$ cat src/rtl/uart_pkg.sv
// Shared UART definitions: frame constants, FSM state encoding and parity helper.
// Used by both uart_tx_fsm and uart_rx_fsm so the two directions agree on format.
package uart_pkg;

  localparam int DATA_BITS          = 8;
  localparam int OVERSAMPLE_DEFAULT = 16;

  typedef enum logic [2:0] {
    IDLE   = 3'd0,
    START  = 3'd1,
    DATA   = 3'd2,
    PARITY = 3'd3,
    STOP   = 3'd4
  } uart_state_e;

  // Even parity is the XOR of the data bits; odd parity is its complement.
  function automatic logic parity_bit(input logic [DATA_BITS-1:0] data, input logic odd);
    return (^data) ^ odd;
  endfunction

endpackage

$ cat src/rtl/uart_tx_fsm_if.sv
// Byte handshake between a producer and the UART transmitter.
interface uart_tx_fsm_if;
  import uart_pkg::*;

  logic [DATA_BITS-1:0] tx_data;
  logic                 tx_valid;
  logic                 tx_ready;

  modport master (output tx_data, output tx_valid, input  tx_ready);
  modport slave  (input  tx_data, input  tx_valid, output tx_ready);

endinterface

$ cat src/rtl/uart_tx_fsm.sv
// UART transmitter: one-entry holding register feeding a start/data/parity/stop
// serialiser that advances on the shared oversampling tick enable.
module uart_tx_fsm
  import uart_pkg::*;
#(
  parameter int OVERSAMPLE = OVERSAMPLE_DEFAULT,
  parameter int PARITY_EN  = 1,
  parameter int PARITY_ODD = 0,
  parameter int STOP_BITS  = 1
) (
  input  logic          clk,
  input  logic          rst,
  input  logic          tick,
  uart_tx_fsm_if.slave  tx_if,
  output logic          tx,
  output logic          tx_busy,
  output logic          tx_done
);

  localparam int TW = $clog2(OVERSAMPLE);

  localparam logic [2:0] S_IDLE   = IDLE;
  localparam logic [2:0] S_START  = START;
  localparam logic [2:0] S_DATA   = DATA;
  localparam logic [2:0] S_PARITY = PARITY;
  localparam logic [2:0] S_STOP   = STOP;

  logic [2:0]           state;
  logic [TW-1:0]        tick_cnt;
  logic [2:0]           bit_idx;
  logic                 stop_idx;
  logic [DATA_BITS-1:0] hold;
  logic                 hold_full;
  logic [DATA_BITS-1:0] shift;
  logic                 par;

  logic accept;
  logic bit_end;
  logic last_stop;
  logic load;

  assign tx_if.tx_ready = !hold_full;
  assign tx_busy        = (state != S_IDLE);
  assign accept         = tx_if.tx_valid && !hold_full;
  assign bit_end        = tick && (tick_cnt == TW'(OVERSAMPLE - 1));
  assign last_stop      = (stop_idx == 1'(STOP_BITS - 1));
  // A frame starts either from idle or straight out of the final stop tick.
  assign load           = hold_full &&
                          ((state == S_IDLE) || (state == S_STOP && bit_end && last_stop));

  // Holding register occupancy: filled by a handshake, emptied when the FSM loads it.
  // NOTE: sequential state uses non-blocking assignments so every register samples pre-edge values.
  always_ff @(posedge clk or negedge rst) begin
    if (!rst) begin
      hold_full <= 1'b0;
    end else if (accept) begin
      hold_full <= 1'b1;
    end else if (load) begin
      hold_full <= 1'b0;
    end
  end

  // Data payload registers: holding byte, shift register and the parity captured at load.
  // NOTE: pure data registers carry no reset; they are only consumed once a reset flag marks them valid.
  always_ff @(posedge clk) begin
    if (accept) begin
      hold <= tx_if.tx_data;
    end
    if (load) begin
      shift <= hold;
      par   <= parity_bit(hold, 1'(PARITY_ODD));
    end else if (state == S_DATA && bit_end) begin
      shift <= {1'b0, shift[DATA_BITS-1:1]};
    end
  end

  // Frame sequencer: bit timing, state transitions and the registered serial line.
  always_ff @(posedge clk or negedge rst) begin
    if (!rst) begin
      state    <= S_IDLE;
      tick_cnt <= '0;
      bit_idx  <= '0;
      stop_idx <= 1'b0;
      tx       <= 1'b1;
      tx_done  <= 1'b0;
    end else begin
      tx_done <= 1'b0;
      if (state != S_IDLE && tick) begin
        tick_cnt <= bit_end ? {TW{1'b0}} : tick_cnt + 1'b1;
      end
      case (state)
        S_IDLE: begin
          if (load) begin
            state    <= S_START;
            tx       <= 1'b0;
            tick_cnt <= '0;
            bit_idx  <= '0;
          end
        end
        S_START: begin
          if (bit_end) begin
            state <= S_DATA;
            tx    <= shift[0];
          end
        end
        S_DATA: begin
          if (bit_end) begin
            bit_idx <= bit_idx + 1'b1;
            if (bit_idx == 3'd7) begin
              stop_idx <= 1'b0;
              if (PARITY_EN != 0) begin
                state <= S_PARITY;
                tx    <= par;
              end else begin
                state <= S_STOP;
                tx    <= 1'b1;
              end
            end else begin
              tx <= shift[1];
            end
          end
        end
        S_PARITY: begin
          if (bit_end) begin
            state    <= S_STOP;
            tx       <= 1'b1;
            stop_idx <= 1'b0;
          end
        end
        S_STOP: begin
          if (bit_end) begin
            if (last_stop) begin
              tx_done <= 1'b1;
              if (load) begin
                state   <= S_START;
                tx      <= 1'b0;
                bit_idx <= '0;
              end else begin
                state <= S_IDLE;
              end
            end else begin
              stop_idx <= stop_idx + 1'b1;
            end
          end
        end
        default: begin
          state <= S_IDLE;
          tx    <= 1'b1;
        end
      endcase
    end
  end

endmodule

$ cat src/flat_wrapper.sv
// flat-port wrapper written by rule: the top's interface ports become plain ports
module uart_tx_fsm_flat import uart_pkg::*;
#(
  parameter int OVERSAMPLE = OVERSAMPLE_DEFAULT,
  parameter int PARITY_EN  = 1,
  parameter int PARITY_ODD = 0,
  parameter int STOP_BITS  = 1
)
  (clk, rst, tick, tx, tx_busy, tx_done, tx_if_tx_data, tx_if_tx_valid, tx_if_tx_ready);
  uart_tx_fsm_if tx_if_i ();
  input  logic clk;
  input  logic rst;
  input  logic tick;
  output logic tx;
  output logic tx_busy;
  output logic tx_done;
  input wire logic [$bits(tx_if_i.tx_data)-1:0] tx_if_tx_data;
  input wire logic [$bits(tx_if_i.tx_valid)-1:0] tx_if_tx_valid;
  output wire logic [$bits(tx_if_i.tx_ready)-1:0] tx_if_tx_ready;
  assign tx_if_i.tx_data = tx_if_tx_data;
  assign tx_if_i.tx_valid = tx_if_tx_valid;
  assign tx_if_tx_ready = tx_if_i.tx_ready;
  uart_tx_fsm #(.OVERSAMPLE(OVERSAMPLE), .PARITY_EN(PARITY_EN), .PARITY_ODD(PARITY_ODD), .STOP_BITS(STOP_BITS)) u_core (.clk(clk), .rst(rst), .tick(tick), .tx_if(tx_if_i), .tx(tx), .tx_busy(tx_busy), .tx_done(tx_done));
endmodule
$ cat config.mk
export PLATFORM = sky130hd
export DESIGN_NAME = uart_tx_fsm_flat
export DESIGN_NICKNAME = d
export VERILOG_FILES = /design/src/rtl/uart_pkg.sv /design/src/rtl/uart_tx_fsm_if.sv /design/src/rtl/uart_tx_fsm.sv /design/src/flat_wrapper.sv
export SDC_FILE = /design/constraint.sdc
export NUM_CORES = 1
export LEC_CHECK = 0
export CORE_MARGIN = 3
export CORE_UTILIZATION = 55
export CTS_CLUSTER_DIAMETER = 150
export DETAILED_ROUTE_END_ITERATION = 8
export HOLD_SLACK_MARGIN = 0.12
export PLACE_DENSITY = 0.78
export SYNTH_ARGS = -nofsm -noshare
export SYNTH_HDL_FRONTEND = slang
export SYNTH_SLANG_ARGS = --single-unit
$ cat constraint.sdc
create_clock -name clk -period 1.98 [get_ports clk]
set_input_delay 0.594 -clock clk [delete_from_list [all_inputs] [get_ports clk]]
set_output_delay 0.594 -clock clk [all_outputs]
set_load 0.1 [all_outputs]
==> impl_metrics.py, run 1 <==
metrics = {
    "status": {
        "outcome": "finished clean",
    },
    "setup_path": {
        "crit_fanout": 6,
        "cp.arrival_ns": 1.34,
        "critPathSlowestCell": "dfrtp_2",
        "critPathTopFamily": "flip-flops",
        "path_depth": 2,
        "path_buf_inv": 1,
        "startpoint_type": "flop",
        "r2r_slack_ns": 0.19,
        "worst_setup_path_end_kind": "output pin",
        "reg2reg_depth": 6,
        "crit_path_cell_trace": "or3_4, buf_12",
        "cp.required_ns": 1.39,
        "crit_type": "flop to output pin",
        "cp_slowest_stage_delay_ns": 0.46,
    },
    "detailed_routing": {
        "routed_wl_um": 2580,
        "vias": 985,
        "routedWlPerCell_um": 15.3,
        "drc": 0,
        "ant_nets": 0,
        "first_iter_violations": 37,
        "viasPerCell": 5.83,
        "dr.pass1.iters": 4,
    },
    "grt": {
        "grt_overflow_total": 0,
        "grt_pass1_vias": 987,
        "grt_pass1_wl_um": 4440,
        "grt_util_all_layers_pct": 18.0,
        "grt_max_degree": 14,
        "antenna_found_initial": 0,
    },
    "timing": {
        "whs_ns": 0.545,
        "hold_violations": 0,
        "skew_ns": 0.00312,
        "maxSlewViolCount": 0,
        "setup_tns_ns": 0,
        "relSlewSlack_pct": 59.2,
        "period_needed_ns": 1.93,
        "setup-violations-final": 0,
        "period_share_pct": 97.5,
        "max_freq_mhz": 518,
        "tightestPinTransition_ns": 0.611,
        "grt_setup_unrepaired": "no",
    },
    "layout": {
        "num_antenna_cells": 0,
        "area_growth_pct": 24.9,
        "final_area_um2": 1850,
        "layout_common_cells": "17 x edfxtp_1, 11 x clkdlybuf4s50_1, 11 x dfrtp_1",
        "layout_commonest_cell": "edfxtp_1",
        "drive_above_1_share_pct": 28.1,
        "design.final.nets": 153,
        "n_fill_cell": 167,
        "final_cell_count_no_fill": 169,
    },
    "synthesis": {
        "yosysUniqueCellTypes": 41,
        "synth_compound_area_share_pct": 12.6,
        "syn_avg_cell_area_um2": 13.4,
        "yosys_warnings": 0,
        "synthesis.area_um2": 1480,
        "syn-num-nets": 125,
        "synthCells": 110,
        "ys_seq_area_share_pct": 56.6,
        "async_reset_ff_share_pct": 43.3,
        "synth_seq_cells": 30,
        "synth_top_family_by_area": "compound AO/OA/AOI/OAI gates",
        "muxShareOfSynthArea_pct": 9.90,
        "synth_xor_area_share_pct": 4.15,
        "synth-adder-area-share_pct": 2.54,
        "synthSimpleGateAreaFrac_pct": 10.4,
        "synth_edf_count": 17,
        "synth-main-ff-cell": "edfxtp_1",
    },
    "die": {
        "rows": 18,
        "start_util_pct": 58.6,
        "die_x_um": 57.9,
        "core_area_um2": 2520,
        "die_h_um": 57.9,
        "die-area_um2": 3350,
        "ios": 16,
    },
    "cts": {
        "cts_resized": 2,
        "clock_tree.buffer_depth": 2,
        "cts_inserted_buffers": 5,
        "cts.sinks": 30,
        "post_cts_buffers": 0,
        "cts_tree": "yes",
        "cts.reportedPaths.clkPinSlew_ns": 0.09,
        "htree_levels": 2,
        "hold_buffers": 0,
        "clock_latency_ns": 0.33,
        "cts-root-buf": "clkbuf_4",
    },
    "hold_path": {
        "hold_path_class": "flop to flop",
        "whs_path_depth": 2,
    },
    "place": {
        "dpl_cell_area_um2": 1780,
        "place_hpwl_um": 1890,
        "dp.cells": 161,
        "port_buffers": 15,
        "gp_congestion": 0.823,
    },
    "power_and_ir_drop": {
        "vdd_drop_max_mv": 0.809,
        "powerDensity_nw_per_um2": 1210,
        "total_leakage_power_nw": 0.731,
    },
    "run": {
        "max_cap_violations": 0,
    },
}
## metal layers
metal	up-vias	part of all wire [%]	GRT usage, %
met1	474	45	23.3
met2	30	46	26.6
met5	-	0	0
met3	6	6.7	7.57
met4	0	1.9	7.62
li1	475	-	-
## logic make-up (layout without fill, tap and decap cells)
group,count (synthesis),count (layout)
adders and majority gates,3,3
DFF,30,30
xor gates and xnor gates,7,7
and+or+nand+nor,24,24
AOI/OAI and AO/OA,26,26
muxes,11,11
buffers and inverters,9,38
## final timing paths
path | start | to
max | u_core.state[1] | tx_busy
min | u_core.bit_idx[2] | u_core.bit_idx[2]
max reg2reg | u_core.tick_cnt[0] | u_core.shift[2]
min reg2reg | u_core.bit_idx[2] | u_core.bit_idx[2]
max in group asynchronous | rst | u_core.state[1]
min in group asynchronous | rst | u_core.bit_idx[2]
## report_power, final
group | total (mW) | internal [mW] | leakage, nW | switching [mW]
sequential | 0.952 | 0.825 | 0.312 | 0.127
combinational | 0.890 | 0.437 | 0.385 | 0.454
clock | 0.383 | 0.170 | 0.0343 | 0.212
## layout make-up
cell class / count / area, um2 / area share (%)
clock buffers: 6 / 51.3 / 2.78
clock inverters: 2 / 12.5 / 0.678
inverters: 3 / 11.3 / 0.610
flip-flops and latches: 30 / 838 / 45.4
repair buffers: 27 / 305 / 16.5
well taps: 30 / 37.5 / 2.03
multi-input cells: 71 / 591 / 32.0
## registers in the layout, summed over array words and instances, names as in the netlist
register          cells
u_core.bit_idx        3
u_core.hold           8
u_core.hold_full      1
u_core.par            1
u_core.shift          8
u_core.state          3
u_core.tick_cnt       4
u_core.tx             1
u_core.tx_done        1
## cell usage after synthesis, types with 2 or more instances
library cell  instances  area (um2)
edfxtp_1             17         510
dfrtp_1              12         300
mux2_4                7         105
o21ai_0               7        35.0
xnor2_1               6        52.6
nor2_1                5        18.8
a21oi_1               4        20.0
or3_1                 4        25.0
buf_2                 3        15.0
ha_1                  3        37.5
inv_1                 3        11.3
mux2i_1               3        30.0
nand2_1               3        11.3
a32o_1                2        20.0
a32oi_1               2        17.5
buf_6                 2        22.5
o211ai_1              2        15.0
o21a_1                2        15.0
## tightest hold or removal path: cells and delay by family, from the launching register on
kind            cells  cell delay, ns
compound gates      2            0.13
flops               1            0.38
## through the flow
| step | utilization (%) | total power [mW] | setup WS, ns |
|---|---|---|---|
| 2_1_floorplan | - | 1.54 | 0.199 |
| 3_3_place_gp | 70.4 | 1.81 | -0.204 |
| 3_5_place_dp | 70.4 | 1.85 | -0.206 |
| 4_1_cts | 73.2 | 2.24 | 0.0400 |
| 5_1_grt | 73.2 | 2.37 | 0.00910 |
| 6_report | 73.2 | 2.23 | 0.0498 |
Power figures use the tool's default switching activity.
==> run 2, diff against run 1 <==
==> constraint.sdc (replaced) <==
create_clock -name clk -period 1.98 [get_ports clk]
set_input_delay 0.396 -clock clk [delete_from_list [all_inputs] [get_ports clk]]
set_output_delay 0.396 -clock clk [all_outputs]
set_load 0.1 [all_outputs]
==> impl_metrics.py, run 2 (same netlist as run 1, synthesis figures left out) <==
metrics = {
    "status": {
        "outcome": "finished clean",
    },
    "grt": {
        "antenna_found_initial": 0,
        "grt_max_degree": 14,
        "grt_pass1_vias": 949,
        "grt_overflow_total": 0,
        "grt_pass1_wl_um": 4410,
        "grt_util_all_layers_pct": 18.3,
    },
    "cts": {
        "cts.reportedPaths.clkPinSlew_ns": 0.10,
        "clock_latency_ns": 0.33,
        "post_cts_buffers": 0,
        "htree_levels": 2,
        "cts_tree": "yes",
        "cts_inserted_buffers": 5,
        "clock_tree.buffer_depth": 2,
        "cts-root-buf": "clkbuf_4",
        "cts.sinks": 30,
    },
    "setup_path": {
        "crit_fanout": 10,
        "worstReg2RegStart": "u_core.tick_cnt[0]",
        "crit_type": "flop to output pin",
        "cp.required_ns": 1.58,
        "worst_setup_path_end_kind": "output pin",
        "startpoint": "u_core.state[1]",
        "cp.arrival_ns": 1.47,
        "startpoint_type": "flop",
    },
    "timing": {
        "maxSlewViolCount": 0,
        "max_freq_mhz": 535,
        "tightestPinTransition_ns": 0.581,
        "finalWorstSetupSlack_ns": 0.111,
        "hold_violations": 0,
        "period_share_pct": 94.4,
        "setup-violations-final": 0,
        "whs_ns": 0.421,
        "grt_setup_unrepaired": "no",
        "relSlewSlack_pct": 61.2,
        "period_needed_ns": 1.87,
        "skew_ns": 0.0145,
    },
    "hold_path": {
        "hold_path_class": "input port to asynchronous set/reset pin",
    },
    "run": {
        "max_cap_violations": 0,
    },
    "layout": {
        "n_fill_cell": 174,
        "num_antenna_cells": 0,
        "layout_common_cells": "17 x edfxtp_1, 12 x dfrtp_1, 11 x clkdlybuf4s50_1",
        "seqCellArea_um2": 837,
        "drive_above_1_share_pct": 24.3,
        "multi_input_area_um2": 591,
        "design.final.nets": 151,
        "reg_top3": "u_core.hold (8), u_core.shift (8), u_core.tick_cnt (4)",
        "layout_commonest_cell": "edfxtp_1",
        "area_growth_pct": 21.7,
    },
    "die": {
        "die-area_um2": 3350,
        "ios": 16,
        "start_util_pct": 58.6,
        "die_x_um": 57.9,
        "core_area_um2": 2520,
        "die_h_um": 57.9,
        "rows": 18,
    },
    "detailed_routing": {
        "drc": 0,
        "dr.pass1.iters": 4,
        "ant_nets": 0,
        "routedWlPerCell_um": 15.5,
        "viasPerCell": 5.76,
        "routed_wl_um": 2570,
        "first_iter_violations": 21,
        "vias": 956,
    },
    "place": {
        "place_hpwl_um": 1840,
        "dp_worst_setup_slack_ns": -0.0109,
        "gp_congestion": 0.843,
        "port_buffers": 15,
    },
    "power_and_ir_drop": {
        "vdd_drop_max_mv": 0.911,
        "total_leakage_power_nw": 0.712,
        "powerDensity_nw_per_um2": 1200,
    },
}
## run 2: changes by cell type in the layout (fill, tap and decap cells not counted), sizes merged
cell      before  now
buf           16   14
clkbuf         6    7
clkinv         1    0
clkinvlp       1    0
## run 2: timing repair
action | 4_1_cts | 5_1_grt
gates resized for setup | 1 | 0
setup endpoints to repair | 1 | 0
hold buffers | 0 | 0
hold endpoints to repair | 0 | 0
## run 2: layer usage
| metal | global-route usage [%] | part of all wire, % | up-vias |
|---|---|---|---|
| met1 | 25.1 | 48 | 457 |
| met2 | 25.2 | 46 | 28 |
| met4 | 8.94 | 1.3 | 0 |
| met5 | 0 | 0 | - |
| li1 | - | - | 467 |
| met3 | 7.35 | 5.3 | 4 |
## run 2: critical path, stage by stage (launching register included)
cell and delay (ns):
dfrtp_1 0.39, buf_4 0.17, or3_4 0.40, buf_12 0.19
## run 2: final cells by class
type	count	area share, %
clock buffers	7	2.50
well taps	30	2.09
flip-flops and latches	30	46.5
repair buffers	25	15.4
multi-input cells	71	32.8
inverters	3	0.626
## run 2: path summary, 6_finish.rpt
kind | to | slack, ns | depth (start not counted)
worst max-delay path | tx_busy | 0.11 | 3
worst min-delay path | u_core.bit_idx[2] | 0.42 | 1
worst max register to register | u_core.shift[1] | 0.19 | 6
worst min register to register | u_core.bit_idx[1] | 0.56 | 2
max in group asynchronous | u_core.state[1] | 1.17 | 1
min in group clk | u_core.bit_idx[1] | 0.56 | 2
## run 2: per-stage QoR
stage / TNS (ns) / utilization [%] / total power, mW / cells / cell area (um2)
finish: 0 / 71.3 / 2.16 / 166 / 1800
global route: 0 / 71.3 / 2.30 / 166 / 1800
CTS: 0 / 71.3 / 2.17 / 166 / 1800
detailed placement: -0.0866 / 69.3 / 1.83 / 159 / 1750
global placement: 0 / 69.3 / 1.81 / 159 / 1750
floorplan: 0 / - / 1.54 / 110 / 1480
## run 2: where the power goes
group / leakage [nW] / total [mW] / internal (mW) / switching (mW)
combinational: 0.373 / 0.886 / 0.428 / 0.458
clock: 0.0254 / 0.330 / 0.134 / 0.196
sequential: 0.313 / 0.942 / 0.823 / 0.118
==> run 3, diff against run 2 <==
CELL_PAD_IN_SITES_DETAIL_PLACEMENT = 1   (was unset)
CELL_PAD_IN_SITES_GLOBAL_PLACEMENT = 1   (was unset)
CORE_UTILIZATION = 45   (was 55)
PLACE_DENSITY = unset   (was 0.78)
PLACE_DENSITY_LB_ADDON = 0.1   (was unset)
==> impl_metrics.py, run 3 (same netlist as run 1, synthesis figures left out) <==
metrics = {
    "status": {
        "outcome": "finished clean",
    },
    "timing": {
        "tightestPinTransition_ns": 0.594,
        "grt_setup_unrepaired": "no",
        "max_freq_mhz": 532,
        "period_needed_ns": 1.88,
        "skew_ns": 0.0173,
        "hold_violations": 0,
        "relSlewSlack_pct": 60.3,
        "setup-violations-final": 0,
        "maxSlewViolCount": 0,
        "period_share_pct": 95.0,
    },
    "die": {
        "ios": 16,
        "rows": 20,
        "core_area_um2": 3100,
        "die_x_um": 63.3,
        "die_h_um": 63.3,
        "die-area_um2": 4010,
        "start_util_pct": 47.7,
    },
    "layout": {
        "layout_common_cells": "17 x edfxtp_1, 12 x buf_4, 12 x dfrtp_1",
        "design.final.nets": 154,
        "drive_above_1_share_pct": 27.9,
        "area_growth_pct": 26.9,
        "n_fill_cell": 335,
        "reg_top3": "u_core.hold (8), u_core.shift (8), u_core.tick_cnt (4)",
        "fin_util_pct": 60.5,
        "multi_input_area_um2": 591,
        "num_antenna_cells": 0,
        "final_cell_count_no_fill": 184,
        "layout_commonest_cell": "edfxtp_1",
        "seqCellArea_um2": 837,
    },
    "grt": {
        "antenna_found_initial": 0,
        "grt_max_degree": 14,
        "grt_overflow_total": 0,
        "grt_util_all_layers_pct": 16.7,
        "grt_pass1_wl_um": 5090,
        "grt_pass1_vias": 1071,
    },
    "cts": {
        "htree_levels": 2,
        "cts-root-buf": "clkbuf_4",
        "clock_tree.buffer_depth": 2,
        "cts_tree": "yes",
        "cts.reportedPaths.clkPinSlew_ns": 0.11,
        "clock_latency_ns": 0.34,
        "cts.sinks": 30,
        "cts_inserted_buffers": 5,
    },
    "detailed_routing": {
        "ant_nets": 0,
        "routed_wl_um": 2950,
        "dr.pass1.iters": 4,
        "routedWlPerCell_um": 16.0,
        "vias": 993,
        "drc": 0,
        "first_iter_violations": 33,
        "viasPerCell": 5.40,
    },
    "place": {
        "port_buffers": 15,
        "dp.cells": 174,
        "gp_congestion": 0.720,
        "place_hpwl_um": 2120,
    },
    "setup_path": {
        "startpoint_type": "flop",
        "worstReg2RegStart": "u_core.tick_cnt[0]",
        "cp.arrival_ns": 1.48,
        "cp.required_ns": 1.58,
        "crit_fanout": 10,
        "crit_type": "flop to output pin",
        "worst_setup_path_end_kind": "output pin",
        "startpoint": "u_core.state[1]",
    },
    "power_and_ir_drop": {
        "vdd_drop_max_mv": 0.610,
        "powerDensity_nw_per_um2": 1260,
        "fin_total_pwr_mw": 2.37,
        "total_leakage_power_nw": 0.739,
    },
    "run": {
        "max_cap_violations": 0,
    },
    "hold_path": {
        "hold_path_class": "input port to asynchronous set/reset pin",
    },
}
[run 3: cell count changes in the layout (fill, tap and decap cells not counted), sizes merged]
cell      before  now
clkbuf         7    5
buf           14   17
bufinv         0    1
clkinvlp       0    2
[run 3: timing repair]
item                                    4_1_cts  5_1_grt
endpoints found under the setup margin        1        1
setup buffers                                 0        2
pin swaps                                     0        1
hold buffers                                  0        0
gates resized for setup                       1        0
[run 3: path summary, 6_finish.rpt]
kind                                      to  slack [ns]  cells past startpoint
max                                  tx_busy         0.1                      3
min                           u_core.tx_done        0.42                      1
max reg2reg                  u_core.shift[4]        0.11                      6
min reg2reg                u_core.bit_idx[1]        0.55                      2
max in group asynchronous   u_core.hold_full        1.16                      1
min in group clk           u_core.bit_idx[1]        0.55                      2
[run 3: worst max-delay path: stages, from the launching register on]
cell and delay [ns]:
dfrtp_1 0.39, buf_4 0.17, or3_4 0.41, buf_12 0.18
[run 3: power by group]
group          total, mW  internal (mW)  leakage (nW)  switching [mW]
sequential         0.937          0.823         0.313           0.114
clock              0.508          0.265        0.0374           0.243
combinational      0.925          0.442         0.388           0.483
total               2.37           1.53         0.739           0.840
[run 3: routing by layer]
| layer | vias to the layer above | track usage, % | wire length [um] |
|---|---|---|---|
| met5 | - | 0 | 0 |
| met4 | 0 | 8.09 | 42 |
| met3 | 4 | 4.46 | 102 |
| met2 | 18 | 28.4 | 1530 |
| met1 | 494 | 19.2 | 1270 |
| li1 | 477 | - | - |
[run 3: stage by stage]
| step | area [um2] | hold slack (ns) | TNS [ns] | worst slack [ns] |
|---|---|---|---|---|
| 2_1_floorplan | 1480 | 0.100 | 0 | 0.199 |
| 3_3_place_gp | 1770 | 0.500 | -0.622 | -0.0447 |
| 3_5_place_dp | 1770 | 0.525 | -0.790 | -0.0621 |
| 4_1_cts | 1860 | 0.439 | 0 | 0.0323 |
| 5_1_grt | 1880 | 0.479 | 0 | 0.0167 |
| 6_report | 1880 | 0.419 | 0 | 0.0999 |
[run 3: layout make-up]
cell class	count	area share (%)
Tap cell	44	2.93
Clock buffer	5	2.00
Multi-Input combinational cell	71	31.5
Sequential cell	30	44.6
Inverter	3	0.600
Clock inverter	3	2.40
Timing Repair Buffer	28	16.0
